File: src/rtl/ir_assembler_if.sv
// Bus bundle between the ROM/RAM data bus, the instruction register and the CPU controller.
// The master side drives beats and control; the slave side (ir_assembler) returns the assembled word and status.
interface ir_assembler_if #(
  parameter int unsigned DATA_W = 8,
  parameter int unsigned BEATS  = 2,
  parameter int unsigned OPC_W  = 3
);
  localparam int unsigned IR_W   = DATA_W * BEATS;
  localparam int unsigned ADDR_W = IR_W - OPC_W;
  localparam int unsigned CNT_W  = (BEATS > 1) ? $clog2(BEATS) : 1;

  logic [DATA_W-1:0] data;
  logic              ena;
  logic              clr;
  logic              data_par;
  logic [IR_W-1:0]   opc_iraddr;
  logic [OPC_W-1:0]  opcode;
  logic [ADDR_W-1:0] iraddr;
  logic              ir_valid;
  logic              busy;
  logic [CNT_W-1:0]  beat_cnt;
  logic              par_err;

  modport master (
    output data, ena, clr, data_par,
    input  opc_iraddr, opcode, iraddr, ir_valid, busy, beat_cnt, par_err
  );

  modport slave (
    input  data, ena, clr, data_par,
    output opc_iraddr, opcode, iraddr, ir_valid, busy, beat_cnt, par_err
  );
endinterface

File: src/rtl/ir_assembler.sv
// Instruction register: assembles BEATS bus beats (MSB beat first) into one word, split into opcode/address.
// Optional even-parity checking on every loaded beat is enabled by defining PARITY_EN.
module ir_assembler #(
  parameter int unsigned DATA_W = 8,
  parameter int unsigned BEATS  = 2,
  parameter int unsigned OPC_W  = 3
) (
  input  logic         clk,
  input  logic         rst_n,
  ir_assembler_if.slave bus
);
  localparam int unsigned IR_W   = DATA_W * BEATS;
  localparam int unsigned ADDR_W = IR_W - OPC_W;
  localparam int unsigned CNT_W  = (BEATS > 1) ? $clog2(BEATS) : 1;
  localparam logic [CNT_W-1:0] LAST_BEAT = CNT_W'(BEATS - 1);

  logic [IR_W-1:0]  word_q,  word_d;
  logic [CNT_W-1:0] cnt_q,   cnt_d;
  logic             valid_q, valid_d;
  logic             busy_q,  busy_d;
  logic             par_bad;

`ifdef PARITY_EN
  logic perr_q, perr_d;

  assign par_bad = ^{bus.data, bus.data_par};

  // Sticky parity error, cleared only by reset or clr
  always_comb begin
    perr_d = perr_q;
    if (bus.clr)                 perr_d = 1'b0;
    else if (bus.ena && par_bad) perr_d = 1'b1;
  end

  always_ff @(posedge clk) begin
    if (!rst_n) perr_q <= 1'b0;
    else        perr_q <= perr_d;
  end

  assign bus.par_err = perr_q;
`else
  logic unused_par;
  assign unused_par  = bus.data_par;
  assign par_bad     = 1'b0;
  assign bus.par_err = 1'b0;
`endif

  // State register
  always_ff @(posedge clk) begin
    if (!rst_n) begin
      word_q  <= '0;
      cnt_q   <= '0;
      valid_q <= 1'b0;
      busy_q  <= 1'b0;
    end else begin
      word_q  <= word_d;
      cnt_q   <= cnt_d;
      valid_q <= valid_d;
      busy_q  <= busy_d;
    end
  end

  // Next state: clr beats ena; a dropped enable abandons the partial word but keeps the register contents
  always_comb begin
    word_d  = word_q;
    cnt_d   = cnt_q;
    valid_d = 1'b0;
    if (bus.clr) begin
      cnt_d = '0;
    end else if (bus.ena) begin
      for (int unsigned b = 0; b < BEATS; b++) begin
        if (cnt_q == CNT_W'(b)) word_d[IR_W-1-b*DATA_W -: DATA_W] = bus.data;
      end
      if (par_bad) begin
        cnt_d = '0;
      end else if (cnt_q == LAST_BEAT) begin
        cnt_d   = '0;
        valid_d = 1'b1;
      end else begin
        cnt_d = cnt_q + CNT_W'(1);
      end
    end else begin
      cnt_d = '0;
    end
    busy_d = (cnt_d != '0);
  end

  // Outputs: registered state plus pure field slices of the word
  always_comb begin
    bus.opc_iraddr = word_q;
    bus.opcode     = word_q[IR_W-1 -: OPC_W];
    bus.iraddr     = word_q[ADDR_W-1:0];
    bus.ir_valid   = valid_q;
    bus.busy       = busy_q;
    bus.beat_cnt   = cnt_q;
  end
endmodule
File: src/flat_wrapper.sv
// flat-port wrapper written by rule: the top's interface ports become plain ports
module ir_assembler_flat 
#(
  parameter int unsigned DATA_W = 8,
  parameter int unsigned BEATS  = 2,
  parameter int unsigned OPC_W  = 3
)
  (clk, rst_n, bus_data, bus_ena, bus_clr, bus_data_par, bus_opc_iraddr, bus_opcode, bus_iraddr, bus_ir_valid, bus_busy, bus_beat_cnt, bus_par_err);
  ir_assembler_if #(.DATA_W(DATA_W), .BEATS(BEATS), .OPC_W(OPC_W)) bus_i ();
  input  logic clk;
  input  logic rst_n;
  input wire logic [$bits(bus_i.data)-1:0] bus_data;
  input wire logic [$bits(bus_i.ena)-1:0] bus_ena;
  input wire logic [$bits(bus_i.clr)-1:0] bus_clr;
  input wire logic [$bits(bus_i.data_par)-1:0] bus_data_par;
  output wire logic [$bits(bus_i.opc_iraddr)-1:0] bus_opc_iraddr;
  output wire logic [$bits(bus_i.opcode)-1:0] bus_opcode;
  output wire logic [$bits(bus_i.iraddr)-1:0] bus_iraddr;
  output wire logic [$bits(bus_i.ir_valid)-1:0] bus_ir_valid;
  output wire logic [$bits(bus_i.busy)-1:0] bus_busy;
  output wire logic [$bits(bus_i.beat_cnt)-1:0] bus_beat_cnt;
  output wire logic [$bits(bus_i.par_err)-1:0] bus_par_err;
  assign bus_i.data = bus_data;
  assign bus_i.ena = bus_ena;
  assign bus_i.clr = bus_clr;
  assign bus_i.data_par = bus_data_par;
  assign bus_opc_iraddr = bus_i.opc_iraddr;
  assign bus_opcode = bus_i.opcode;
  assign bus_iraddr = bus_i.iraddr;
  assign bus_ir_valid = bus_i.ir_valid;
  assign bus_busy = bus_i.busy;
  assign bus_beat_cnt = bus_i.beat_cnt;
  assign bus_par_err = bus_i.par_err;
  ir_assembler #(.DATA_W(DATA_W), .BEATS(BEATS), .OPC_W(OPC_W)) u_core (.clk(clk), .rst_n(rst_n), .bus(bus_i));
endmodule
File: config.mk
export PLATFORM = sky130hd
export DESIGN_NAME = ir_assembler_flat
export DESIGN_NICKNAME = d
export VERILOG_FILES = /design/src/rtl/ir_assembler_if.sv /design/src/rtl/ir_assembler.sv /design/src/flat_wrapper.sv
export SDC_FILE = /design/constraint.sdc
export NUM_CORES = 1
export LEC_CHECK = 0
export ABC_CLOCK_PERIOD_IN_PS = 950
export BUFFER_PORTS_ARGS = -buffer_cell sky130_fd_sc_hd__buf_4
export CAP_MARGIN = 20
export CORE_UTILIZATION = 38
export CTS_BUF_LIST = sky130_fd_sc_hd__clkbuf_16
export DETAILED_ROUTE_END_ITERATION = 10
export GPL_ROUTABILITY_DRIVEN = 0
export PLACE_DENSITY = 0.72
export SLEW_MARGIN = 20
export SYNTH_ARGS = -nofsm -noshare
export SYNTH_HDL_FRONTEND = slang
export SYNTH_SLANG_ARGS = --single-unit
File: constraint.sdc
create_clock -name clk -period 0.95 [get_ports clk]
set_input_delay 0.1425 -clock clk [delete_from_list [all_inputs] [get_ports clk]]
set_output_delay 0.1425 -clock clk [all_outputs]
set_load 0.01 [all_outputs]
==> results_dict.tcl <==
set metrics [dict create \
    start_util 0.413 \
    wl_per_cell_um 10.5 \
    grt_max_degree 27 \
    n_antenna_cell 0 \
    slew_viol_final 0 \
    cts_buffer_depth 2 \
    syn_inst 86 \
    port_buffers 46 \
    yosysWarnings 0 \
    timing.final.ws_setup_ps -2.09 \
    netSwitchingPower_mw 0.369 \
    cts_hold_buf 0 \
    synth_most_common_cell "nand2_1" \
    critPathArrivalTime_ps 1120 \
    power_density_nw_per_um2 1580 \
    min_path_type "primary input to register" \
    endpoint_kind "register" \
    final_area_um2 1160 \
    dp_hpwl_mm 1.12 \
    vias 640 \
    drc 0 \
    finalSetupTns_ps -2.58 \
    syn_nets 99 \
    die_h_um 48.9 \
    grt-ovfl-total 0 \
    drv_cap 0 \
    ys_types 11 \
    async_flop_share 0 \
    finalHoldViolCount 0 \
    ant_nets 0 \
    htreeDepth 1 \
    internal_power_mw 1.46 \
    dr.pass1.iters 3 \
    grt_usage 0.130 \
    worstPathCellList "nor3b_2 -> buf_4 -> mux2i_1" \
    combPwrFrac 0.118 \
    rows 16 \
    drive_gt1_frac 0.487 \
    crit_path_start_kind "register" \
    io_pins 49 \
    rsz0062_at_grt "yes" \
    status "finished with violations" \
    dieArea_um2 2390 \
    yosys-top-cells-area "dfxtp_1, mux2i_1, buf_4" \
    yosysTopAreaCell "dfxtp_1" \
    dieWidth_um 48.9 \
    post-cts-setup-buffers 0 \
    synth_edf_count 0 \
    num-fill-cells 201 \
    worst_ep_required_time_ps 1120 \
    setup_viol 2 \
    multiInputGateArea_um2 298 \
    post-place-ws_ps -0.660 \
    critPathKind "register to register" \
    power.leakage_nw 0.604 \
    cts_tree "built" \
    period_needed_ps 952 \
    cts.reportedPaths.clkPinSlew_ps 50 \
    clk_latency_ps 240 \
    swShare 0.202 \
    final_util 0.573 \
    regArea_um2 362 \
    synth_seq_cells 18 \
    synth_area_um2 836 \
    synthFlopType "dfxtp_1" \
    cts_buffers 3 \
    vias_per_cell 4.44 \
    core_area_um2 2020 \
    yosys.area.top_type_share 0.431 \
    max_freq_ghz 1.05 \
    clock_skew_ps 0.536 \
    drt_iter0_drc 3 \
    synthTopCellsByCount "nand2_1, buf_4, dfxtp_1, mux2i_1, buf_6" \
    finalNetCount 131 \
    pwr-share-clk 0.445 \
    sequentialPowerShare 0.437 \
    grt_pass1_wl_mm 2.37 \
    whs_ps 178 \
    seq_area_frac_synth 0.431 \
    cts_sinks 18 \
    violations "setup timing" \
    synth_area_per_cell_um2 9.72 \
    antenna_found_initial 0 \
    grt_pass1_vias 561 \
    totalWireLength_mm 1.52 \
    path_max_fanout 5 \
    cp_slowest_stage_delay_ps 330 \
    clockRootBuffer "clkbuf_16" \
    period_share 1.00 \
    area_growth_pct 38.6 \
    ir_worst_vdd_mv 1.05 \
    placed_area_um2 1070 \
    slowest_stage "dfxtp_2" \
]
layer usage:
layer | share of wire | GRT usage | vias to the layer above
li1 | - | - | 320
met2 | 0.46 | 0.220 | 33
met4 | 0.0059 | 0.0441 | 0
met1 | 0.45 | 0.147 | 285
met3 | 0.080 | 0.0530 | 2
met5 | 0 | 0 | -
cell type report:
type                            instances  share of cell area
Clock buffer                            3              0.0648
Multi-Input combinational cell         45               0.257
Sequential cell                        18               0.312
Clock inverter                          1             0.00324
Timing Repair Buffer                   50               0.334
Tap cell                               27              0.0292
cells in the final DEF, fill, tap and decap left out:
cell	n
and4bb_2	1
buf_6	3
nand2_1	24
nand3b_1	1
dfxtp_2	1
buf_4	47
conb_1	1
nor3b_2	1
clkbuf_16	3
dfxtp_1	17
and4b_2	1
clkinv_1	1
mux2i_1	16
cells by family after synthesis:
logic type | after synthesis | share of synthesized area
other cells | 1 | 0.00449
flops | 18 | 0.431
buf+inv | 23 | 0.213
simple gates | 28 | 0.160
mux | 16 | 0.192
sequential cells by signal, summed over array words and instances, names as in the netlist:
register               flops
u_core.bus.busy            1
u_core.bus.ir_valid        1
u_core.bus.opc_iraddr     16
critical path: cells and delay by family (launching register included):
kind,cells,cell delay [ps]
DFF,1,330
buffers and inverters,1,190
and+or+nand+nor,1,180
muxes,1,180
through the flow:
step	total power [mW]	instances
3_3_place_gp	1.02	140
3_5_place_dp	1.03	140
2_1_floorplan	0.945	86
4_1_cts	1.84	144
5_1_grt	1.91	144
6_report	1.83	144
worst paths after layout:
kind / from / endpoint / slack, ps / depth (start not counted)
worst max register to register: u_core.bus.busy$_SDFF_PP0_ / u_core.bus.opc_iraddr[8]$_SDFFE_PN0P_ / -2 / 3
worst min register to register: u_core.bus.opc_iraddr[10]$_SDFFE_PN0P_ / u_core.bus.opc_iraddr[10]$_SDFFE_PN0P_ / 470 / 2
worst max-delay path: u_core.bus.busy$_SDFF_PP0_ / u_core.bus.opc_iraddr[8]$_SDFFE_PN0P_ / -2 / 3
worst min-delay path: bus_data[1] / u_core.bus.opc_iraddr[1]$_SDFFE_PN0P_ / 180 / 3
timing repair:
item                                   in CTS  in global routing
endpoints found under the hold margin       0                  0
setup endpoints to repair                   7                 10
gates resized for setup                     2                  2
power by group through the flow:
| stage | combinational, mW | sequential (mW) | clock, mW |
|---|---|---|---|
| after floorplan | 0.122 | 0.823 | 0 |
| after global placement | 0.210 | 0.812 | 0 |
| after detailed placement | 0.214 | 0.814 | 0 |
| after CTS | 0.215 | 0.799 | 0.829 |
| after global routing | 0.233 | 0.802 | 0.876 |
| final | 0.216 | 0.799 | 0.813 |
Note: power is estimated with default switching activity, not from simulation.
